### src/rtl/semiauto_nav.sv
// semiauto_nav: semi-automatic driving controller.
// Drives forward until a crossroad is seen, stops and waits for a user
// direction command, performs a timed turn (or goes straight), then runs a
// cooldown phase in which the crossroad is ignored so the car clears it.
// Optional feature macro: SEMIAUTO_WAIT_TIMEOUT_EN. When it is defined, WAIT
// falls through to "go straight" after WAIT_TO cycles without a command.
module semiauto_nav #(
    parameter int                 DET_W    = 4,
    parameter logic [DET_W-1:0]   DET_IDLE = 4'b0110,
    parameter logic [DET_W-1:0]   DET_MASK = 4'b0111,
    parameter int                 TURN_CYC = 1000,
    parameter int                 COOL_CYC = 1000,
    parameter int                 WAIT_TO  = 5000,
    parameter int                 CNT_W    = 16
) (
    input  logic             sys_clk_i,
    input  logic             rst_i,
    input  logic             power_i,
    input  logic [1:0]       global_state_i,
    input  logic [DET_W-1:0] detector_i,
    input  logic             turn_left_i,
    input  logic             turn_right_i,
    input  logic             go_straight_i,
    input  logic             go_back_i,
    output logic [2:0]       state_o,
    output logic [3:0]       moving_state_o,
    output logic             move_forward_light_o,
    output logic             move_backward_light_o,
    output logic             turn_left_light_o,
    output logic             turn_right_light_o
);

    typedef enum logic [2:0] {
        ST_MOVE = 3'd0,
        ST_WAIT = 3'd1,
        ST_TURN = 3'd2,
        ST_COOL = 3'd3,
        ST_IDLE = 3'd4
    } state_t;

    localparam logic [CNT_W-1:0] TURN_LOAD  = CNT_W'(TURN_CYC - 1);
    localparam logic [CNT_W-1:0] UTURN_LOAD = CNT_W'(2 * TURN_CYC - 1);
    localparam logic [CNT_W-1:0] COOL_LOAD  = CNT_W'(COOL_CYC - 1);
`ifdef SEMIAUTO_WAIT_TIMEOUT_EN
    localparam logic [CNT_W-1:0] WAIT_LOAD  = CNT_W'(WAIT_TO - 1);
`endif

    state_t           state_q, state_d;
    logic [CNT_W-1:0] cnt_q, cnt_d;
    logic             right_q, right_d;
    logic             back_q, back_d;
    logic [3:0]       cmd_prev_q;
    logic [3:0]       moving_q, moving_d;
    logic             fwd_light_q, fwd_light_d;
    logic             back_light_q, back_light_d;
    logic             left_light_q, left_light_d;
    logic             right_light_q, right_light_d;

    logic             crossroad;
    logic             active;
    logic [3:0]       cmd_now;
    logic [3:0]       cmd_ev;

    assign crossroad = |((detector_i ^ DET_IDLE) & DET_MASK);
    assign active    = power_i & ((global_state_i == 2'b01) | (global_state_i == 2'b10));

    // Command bits ordered {back, left, right, straight}; an event is a rising level.
    assign cmd_now = {go_back_i, turn_left_i, turn_right_i, go_straight_i};
    assign cmd_ev  = cmd_now & ~cmd_prev_q;

    // Next-state logic: mode transitions, counter loads/decrements and turn direction.
    always_comb begin
        state_d = state_q;
        cnt_d   = cnt_q;
        right_d = right_q;
        back_d  = back_q;
        if (!active) begin
            state_d = ST_IDLE;
            cnt_d   = '0;
            right_d = 1'b0;
            back_d  = 1'b0;
        end else begin
            unique case (state_q)
                ST_IDLE: begin
                    state_d = ST_MOVE;
                    cnt_d   = '0;
                end
                ST_MOVE: begin
                    if (crossroad) begin
                        state_d = ST_WAIT;
`ifdef SEMIAUTO_WAIT_TIMEOUT_EN
                        cnt_d   = WAIT_LOAD;
`else
                        cnt_d   = '0;
`endif
                    end
                end
                ST_WAIT: begin
                    if (cmd_ev[3]) begin
                        state_d = ST_TURN;
                        cnt_d   = UTURN_LOAD;
                        right_d = 1'b1;
                        back_d  = 1'b1;
                    end else if (cmd_ev[2]) begin
                        state_d = ST_TURN;
                        cnt_d   = TURN_LOAD;
                        right_d = 1'b0;
                        back_d  = 1'b0;
                    end else if (cmd_ev[1]) begin
                        state_d = ST_TURN;
                        cnt_d   = TURN_LOAD;
                        right_d = 1'b1;
                        back_d  = 1'b0;
                    end else if (cmd_ev[0]) begin
                        state_d = ST_COOL;
                        cnt_d   = COOL_LOAD;
                    end
`ifdef SEMIAUTO_WAIT_TIMEOUT_EN
                    else if (cnt_q == '0) begin
                        state_d = ST_COOL;
                        cnt_d   = COOL_LOAD;
                    end else begin
                        cnt_d   = cnt_q - 1'b1;
                    end
`endif
                end
                ST_TURN: begin
                    if (cnt_q == '0) begin
                        state_d = ST_COOL;
                        cnt_d   = COOL_LOAD;
                        back_d  = 1'b0;
                    end else begin
                        cnt_d   = cnt_q - 1'b1;
                    end
                end
                ST_COOL: begin
                    if (cnt_q == '0) begin
                        state_d = ST_MOVE;
                    end else begin
                        cnt_d   = cnt_q - 1'b1;
                    end
                end
                default: begin
                    state_d = ST_IDLE;
                    cnt_d   = '0;
                end
            endcase
        end
    end

    // Output decode from the next state so motor and lights are registered with it.
    always_comb begin
        moving_d      = 4'b0000;
        fwd_light_d   = 1'b0;
        back_light_d  = 1'b0;
        left_light_d  = 1'b0;
        right_light_d = 1'b0;
        unique case (state_d)
            ST_MOVE, ST_COOL: begin
                moving_d    = 4'b0001;
                fwd_light_d = 1'b1;
            end
            ST_TURN: begin
                back_light_d = back_d;
                if (right_d) begin
                    moving_d      = 4'b1000;
                    right_light_d = 1'b1;
                end else begin
                    moving_d      = 4'b0100;
                    left_light_d  = 1'b1;
                end
            end
            default: begin
                moving_d = 4'b0000;
            end
        endcase
    end

    // State, counter, outputs and command history; history always tracks levels so held buttons never fire.
    always_ff @(posedge sys_clk_i) begin
        cmd_prev_q <= cmd_now;
        if (rst_i) begin
            state_q       <= ST_IDLE;
            cnt_q         <= '0;
            right_q       <= 1'b0;
            back_q        <= 1'b0;
            moving_q      <= 4'b0000;
            fwd_light_q   <= 1'b0;
            back_light_q  <= 1'b0;
            left_light_q  <= 1'b0;
            right_light_q <= 1'b0;
        end else begin
            state_q       <= state_d;
            cnt_q         <= cnt_d;
            right_q       <= right_d;
            back_q        <= back_d;
            moving_q      <= moving_d;
            fwd_light_q   <= fwd_light_d;
            back_light_q  <= back_light_d;
            left_light_q  <= left_light_d;
            right_light_q <= right_light_d;
        end
    end

    assign state_o               = state_q;
    assign moving_state_o        = moving_q;
    assign move_forward_light_o  = fwd_light_q;
    assign move_backward_light_o = back_light_q;
    assign turn_left_light_o     = left_light_q;
    assign turn_right_light_o    = right_light_q;

endmodule
### config.mk
export PLATFORM = sky130hd
export DESIGN_NAME = semiauto_nav
export DESIGN_NICKNAME = d
export VERILOG_FILES = /design/src/rtl/semiauto_nav.sv
export SDC_FILE = /design/constraint.sdc
export NUM_CORES = 1
export LEC_CHECK = 0
export ABC_AREA = 1
export CAP_MARGIN = 5
export CORE_MARGIN = 2
export CORE_UTILIZATION = 30
export DETAILED_ROUTE_END_ITERATION = 16
export MAX_ROUTING_LAYER = met4
export PLACE_DENSITY = 0.56
export SYNTH_ARGS = -nofsm -noshare
export SYNTH_HDL_FRONTEND = slang
export SYNTH_SLANG_ARGS = --single-unit
### constraint.sdc
create_clock -name sys_clk_i -period 3.65 [get_ports sys_clk_i]
set_input_delay 0.73 -clock sys_clk_i [delete_from_list [all_inputs] [get_ports sys_clk_i]]
set_output_delay 0.73 -clock sys_clk_i [all_outputs]
set_load 0.005 [all_outputs]
# After elaboration in Yosys (flattened, before gate mapping)
# Cells that the tools add are included.
word_totals:
  regBits: 33
  latchBits: 0
  ramBits: 0
  romBits: 0
  inputBits: 13
  output_inout_bits: 11
  wordCells: 70
  memories: 0
classes:
  n_addsub: 1
  mul: 0
  n_div: 0
  magnitude_cmp: 0
  eq_ne: 11
  n_shift: 0
  muxes: 33
  bitwise: 7
  reduce_logical: 8
ops:
  columns: ["cell", "n"]
  rows:
  - ["2-to-1 mux 16 bit", 7]
  - ["one-hot mux 16 bit (4 select lines)", 1]
  - ["2-to-1 mux 3 bit", 8]
  - ["zero test 16 bit", 1]
  - ["subtractor 16 x 1 -> 16 bit, second input constant", 1]
  - ["one-hot mux 3 bit (5 select lines)", 1]
  - ["2-to-1 mux 1 bit", 13]
  - ["equality test 3 x 2 -> 1 bit, second input constant", 4]
  - ["one-hot mux 4 bit (2 select lines)", 1]
  - ["zero test 3 bit", 2]
  - ["OR reduction 2 bit", 3]
  - ["!= test 5 bit, second input constant", 1]
  - ["bitwise AND 4 bit", 1]
  - ["2-to-1 mux 4 bit", 1]
  - ["!= test 2 bit, second input constant", 2]
  - ["NOT 4 bit", 1]
  - ["equality test 3 x 1 -> 1 bit, second input constant", 1]
  - ["equality test 3 bit, second input constant", 1]
  - ["AND reduction 3 bit", 1]
  - ["OR reduction 3 bit", 1]
  - ["equality test 2 x 1 -> 1 bit, second input constant", 1]
  - ["equality test 2 bit, second input constant", 1]
  - ["NOT 1 bit", 2]
  - ["NOT 2 bit", 1]
  - ["other kinds (3)", 3]

# Logic depth before layout (Yosys ltp)
logic_depth:
  depth_word: 11
  ltp_mapped: 11
  mapped_depth_nobuf: 11

# Least setup slack after synthesis
# No wires, ideal clock.
synth_path:
  path_type: "input to register"
  startpoint: "input turn_right_i"
  endpoint: "register cnt_q[5]"
  setup_time_ns: 0.132
  t_arrival_ns: 1.448
  t_required_ns: 3.518
  setup_slack_ns: 2.070
  stages: 9
  path_buffers: 1
  cell_sequence: "nand2_1 -> nand2_1 -> nor2_1 -> nand2_2 -> nand3_4 -> buf_8 -> inv_1 -> nand2_1 -> a21oi_1"
synth_via:
  elab_chain_len: 5
  word_cells_on_any_way: 7
  cone_classes: "eq/ne (1); mux (4); bitwise (1); reduce/logical (1)"
synth_lines:
  columns: ["element", "line_no", "rtl"]
  rows:
  - ["from (decl)", "22", "input logic turn_right_i,"]
  - ["bitwise AND 4 bit *", "69", "assign cmd_ev = cmd_now & ~cmd_prev_q;"]
  - ["2-to-1 mux 16 bit", "109", "end else if (cmd_ev[1]) begin"]
  - ["2-to-1 mux 16 bit", "104", "end else if (cmd_ev[2]) begin"]
  - ["2-to-1 mux 16 bit", "99", "if (cmd_ev[3]) begin"]
  - ["one-hot mux 16 bit (4 select lines)", "83", "unique case (state_q)"]
  - ["to (signal assigned)", "194", "cnt_q <= cnt_d;"]
  - ["to (decl)", "49", "logic [CNT_W-1:0] cnt_q, cnt_d;"]
# Mark *: on every way between the ends. The rest lies on a longest branch, timed or not.
# A chain may end at the register's enable or synchronous reset.

# Worst setup path after layout
layout_path:
  startpoint: "input turn_right_i"
  endpoint: "register cnt_q[12]"
# Same word-level chain as after synthesis.

==> out/results.ini <==
[outcome]
status = finished, final reports clean

[floorplan]
pin_count = 24
core-area_sq_um = 5507
num_rows = 27
dieHeight_microns = 79.34
die_w_microns = 79.34
initial_utilization = 0.3092
die-area_sq_um = 6295

[worst_setup_path]
cp.depth = 10
cp_cell_sequence = clkdlybuf4s50_1 -> nand2_1 -> nand2_1 -> nor2_1 -> nand2_2 -> nand3_4 -> nor2_1 -> nor2_2 -> inv_1 -> nor2_1
critPathCaptureType = register
critical_path_buf_inv_count = 2
crit_path_end = cnt_q[12]$_SDFFE_PP0P_
path_class = in2reg
worstPathArrival_ns = 2.23
cp-start-kind = input pin
r2r_cells = 10
regToRegSetupSlack_ns = 1.90
path_delay_family = simple AND/OR/NAND/NOR gates
slowest_delay_ns = 0.47
worstReg2RegStart = cnt_q[0]$_SDFFE_PP0P_
timing.critical_path.mode_cell = nor2_1
critPathRequiredTime_ns = 3.83
path_max_fanout = 21
reg2reg_to = cnt_q[14]$_SDFFE_PP0P_
slowest_stage = clkdlybuf4s50_1
startpoint = turn_right_i

[clocking]
path_clk_slew_ns = 0.07
cts_buffers = 5
insertion_delay_ns = 0.28
cts_sinks = 32
cts-root-buf = clkbuf_8
post_cts_buffers = 0
clk_path_buf_depth = 2
cts_resized = 0
hold_buffers = 0
tritoncts = built
htree_levels = 2

[sta]
skew_ns = 0.005810
fin_tns_setup_ns = 0
fin_crit_sh = 0.5630
fin_hold_ws_ns = 0.4859
max_freq_mhz = 486.6
rsz0062_at_grt = false
hold_violations = 0
drv_slew = 0
finalSetupViolCount = 0
fin_crit_ns = 2.055

[finish]
drive_gt1_frac = 0.1168
fillers = 599
finalInstanceArea_sq_um = 2058
diodes = 0
syn2layout_area_growth_pct = 20.87
fin_nets = 287
layout.cells.non_filler = 346

[min_path]
whs_path_depth = 2
hold_class = reg2reg

[power_and_ir_drop]
p_leak_nw = 0.9312
power_density_nw_per_um2 = 328.5
clock_power_share = 0.418
switching_share = 0.2258
intPower_mw = 0.5235
comb_power_share = 0.057
vdd_drop_max_uv = 172.0
total_power_mw = 0.6762
pwr-share-seq = 0.525
p_switching_mw = 0.1527

[routing]
dr_wl_met3_microns = 148
wl_per_cell_microns = 9.957
vias = 1516
vias_per_cell = 4.382
drc = 0
drt-initial-drc-count = 58
ant_nets = 0
top_layer = met4
dr.pass1.iters = 4
wl_met1_microns = 1747
routed_wl_microns = 3445
met2_length_microns = 1522

[synthesis]
syn_area_per_cell_sq_um = 6.839
synth_cells = 249
async_flop_share = 0
synth_nets = 263
synth-seq-cells = 32
yosys.cell_types.count = 30
yosysTopAreaCell = dfxtp_1
synthFlopType = dfxtp_1
synth.top_cell.area_share = 0.3762
ys_seq_area_frac = 0.3762
synth_edf_count = 0
synth_area_leaders = dfxtp_1, nand2_1, nor2_1
yosysMostFrequentCell = nand2_1
synth.top_cells.by_count = nand2_1, nor2_1, dfxtp_1, inv_1, a21oi_1
syn_area_sq_um = 1703
yosys_warnings = 0

[placed_design]
io_buffer_count = 21
gp_congestion = 0.7892
hpwlAfterDp_microns = 2632
postPlaceCellArea_sq_um = 1966
place_inst = 338

[global_routing]
grt_pass1_wl_microns = 6306
grt_antenna_before_repair = 0
first_global_vias = 1439
overflow = 0
grt_max_degree = 22
grt_util_all_layers = 0.1293

[run]
cap_violations = 0

-- placed cells by master (no fill, tap or decap), types with 4 or more instances in the layout --
cell type and count:
clkbuf_8 6, a21oi_1 13, nor2_2 10, nand2_2 6, nand3_1 10, inv_1 22
clkdlybuf4s50_1 21, nor2_1 46, o21ai_0 10, xnor2_1 4, nand2_1 62, xor2_1 4
dfxtp_1 32
-- cells by family after synthesis --
kind of cell | count (synthesis) | share of synthesized area
AO/OA/AOI/OAI | 30 | 0.09698
XOR/XNOR | 8 | 0.04114
adder cells (fa/ha/maj) | 1 | 0.007346
buffers and inverters | 30 | 0.07935
flip-flops | 32 | 0.3762
other | 1 | 0.002202
AND/OR/NAND/NOR | 147 | 0.3968
-- state kept, by name, indices dropped and copies added (netlist names) --
signal and cells:
move_forward_light_o 1, cmd_prev_q 4, turn_right_light_o 1, move_backward_light_o 1, moving_state_o 3, turn_left_light_o 1, state_o 3, back_q 1
cnt_q 16, right_q 1
-- power by group through the flow --
stage               clock [mW]  sequential (mW)  combinational (mW)
detailed placement           0            0.363              0.0385
floorplan                    0            0.363              0.0198
global route             0.315            0.355              0.0437
global placement             0            0.363              0.0385
finish                   0.283            0.355              0.0382
CTS                      0.297            0.355              0.0387
-- worst min-delay path by stage --
stage | slack [ns] | end | start
global route | 0.51 | cnt_q[0]$_SDFFE_PP0P_ | cnt_q[0]$_SDFFE_PP0P_
finish | 0.49 | cnt_q[1]$_SDFFE_PP0P_ | cnt_q[1]$_SDFFE_PP0P_
floorplan | 0.45 | back_q$_SDFF_PP0_ | back_q$_SDFF_PP0_
CTS | 0.49 | cnt_q[0]$_SDFFE_PP0P_ | cnt_q[0]$_SDFFE_PP0P_
detailed placement | 0.48 | cnt_q[0]$_SDFFE_PP0P_ | cnt_q[0]$_SDFFE_PP0P_
global placement | 0.47 | cnt_q[0]$_SDFFE_PP0P_ | cnt_q[0]$_SDFFE_PP0P_
-- worst min-delay path: cells and delay by family (launching register included) --
kind            cells  cell delay, ns
compound gates      1            0.05
simple gates        1            0.06
flops               1            0.33
-- cell type report --
cell class	count	area, sq um	area share
Timing Repair Buffer	21	210.2	0.1021
Inverter	26	97.59	0.04742
Multi-Input combinational cell	187	927.1	0.4505
Clock buffer	6	82.58	0.04012
Sequential cell	32	640.6	0.3112
Tap cell	72	90.09	0.04377
Clock inverter	2	10.01	0.004863
-- per-stage QoR --
stage	util	worst slack, ns
detailed placement	0.3570	1.274
CTS	0.3738	1.565
floorplan	-	2.070
global placement	0.3570	1.297
finish	0.3738	1.595
global route	0.3738	1.358
-- per-layer routing --
metal / track usage / vias up
li1: - / 826
met1: 0.1568 / 661
met2: 0.2127 / 27
met3: 0.03750 / 2
met4: 0.03103 / 0
met5: - / -
Note: power is estimated with default switching activity, not from simulation.
==> patch (config.mk and constraints unchanged) <==
Add a define of `SEMIAUTO_WAIT_TIMEOUT_EN`.
--- a/src/rtl/semiauto_nav.sv
+++ b/src/rtl/semiauto_nav.sv
@@ -5,4 +5,6 @@
 // Optional feature macro: SEMIAUTO_WAIT_TIMEOUT_EN. When it is defined, WAIT
 // falls through to "go straight" after WAIT_TO cycles without a command.
+`define SEMIAUTO_WAIT_TIMEOUT_EN
+
 module semiauto_nav #(
     parameter int                 DET_W    = 4,
Check against the original RTL: same outputs for any inputs over 10 cycles, from zero or initial values and one cycle with rst_i high; that may be too few to reach the edited logic, so the function may still have changed.
==> patch against the unedited design <==
  * Sequential share of layout area decreased by 1.6 points
  * Largest cell class unchanged
  * Total power increased by 5.0%
  * Setup slack got worse by 0.13 ns
  * Area after synthesis increased by 5.6%
  * Wire length increased by 23%
  * Sequential cell count unchanged
  * Design area increased by 5.3%
  * Synthesized cell count increased by 9.6%
  * Clock skew increased by 0.0038 ns
  * Non-clock buffer count unchanged
==> patch: results (changes against the unedited design) <==
status: "completed"  # unchanged
cts_setup_buffers: 0  # unchanged
ir_drop_mv: 0.210  # was 0.172 mV
ys_top_cells_by_area: "dfxtp_1 36%, nand2_1 16%, nor2_1 7.5%"  # was dfxtp_1 38%, nand2_1 14%, nor2_1 10%
synthTopCellsByCount: "75 x nand2_1, 36 x nor2_1, 32 x dfxtp_1, 30 x inv_1, 19 x nand3_1"  # was 62 x nand2_1, 46 x nor2_1, 32 x dfxtp_1, 22 x inv_1, 13 x a21oi_1
crit_path_end: "state_o[2]"  # was cnt_q[12]$_SDFFE_PP0P_
fin_nets: 311  # was 287
hpwl_mm: 3.25  # was 2.63 mm
ys_seq_area_share_pct: 35.6  # was 37.6%
synth-compound-area-share_pct: 10.7  # was 9.70%
synth_fp_nets: 287  # was 263
min_to: "cnt_q[0]$_SDFFE_PP0P_"  # was cnt_q[1]$_SDFFE_PP0P_
synth-xor-area-share_pct: 1.95  # was 4.11%
cpPeakStageDelay_ns: 0.60  # was 0.47 ns
drive_gt1_share_pct: 12.4  # was 11.7%
swShare_pct: 27.0  # was 22.6%
avgViaCountPerCell: 4.56  # was 4.38
grt_pass1_wl_mm: 7.53  # was 6.31 mm
startpoint: "state_o[2]$_SDFF_PP1_"  # was turn_right_i
grt_usage_pct: 15.2  # was 12.9%
cp_max_fo: 9  # was 21
cp.arrival_ns: 1.46  # was 2.23 ns
leakage_nw: 0.985  # was 0.931 nW
r2r_slack_ns: 1.69  # was 1.90 ns
fin_skew_ns: 0.00956  # was 0.00581 ns
drt_iter0_drc: 97  # was 58
synth_fa_ha_area_share_pct: 0.696  # was 0.735%
reg2reg_to: "cnt_q[13]$_SDFFE_PP0P_"  # was cnt_q[14]$_SDFFE_PP0P_
cp_top_family: "buffers and inverters"  # was simple AND/OR/NAND/NOR gates
gp_congestion: 0.910  # was 0.789
grt_max_degree: 15  # was 22
[patch: final cells by class]
| cell class | instances | area [sq um] |
|---|---|---|
| Timing Repair Buffer | 21 | 210 |
| Tap cell | 75 | 93.8 |
| Multi-Input combinational cell | 200 | 992 |
| Inverter | 37 | 139 |
| Clock buffer | 5 | 68.8 |
| Fill cell | 612 | 3680 |
| Clock inverter | 3 | 23.8 |
| Sequential cell | 32 | 641 |
[patch: per-stage QoR]
step / power, mW / cell area, sq um / std cells / setup slack [ns]
floorplan: 0.410 / 1800 / 273 / 1.96
finish: 0.710 / 2170 / 373 / 1.46
CTS: 0.719 / 2170 / 373 / 1.41
global route: 0.741 / 2170 / 373 / 1.30
detailed placement: 0.436 / 2080 / 365 / 1.11
global placement: 0.436 / 2080 / 365 / 1.13
[patch: cells by family after synthesis]
group	Yosys count
other	1
xor gates and xnor gates	4
DFF	32
AOI/OAI and AO/OA	34
buffers and inverters	41
and+or+nand+nor	160
adders and majority gates	1
[patch: power by group through the flow]
stage	clock network (mW)	logic, mW	registers [mW]
floorplan	0	0.0452	0.365
global placement	0	0.0696	0.366
detailed placement	0	0.0699	0.366
CTS	0.290	0.0701	0.358
global route	0.303	0.0793	0.359
finish	0.282	0.0693	0.358
[patch: metal layers]
metal,global-route usage (%),routed length [microns],part of all wire (%),vias up
li1,-,-,-,902
met1,18.1,2020,48,756
met2,24.7,1940,46,38
met3,3.52,215,5.1,6
met4,6.10,71,1.7,0
met5,-,0,0,-
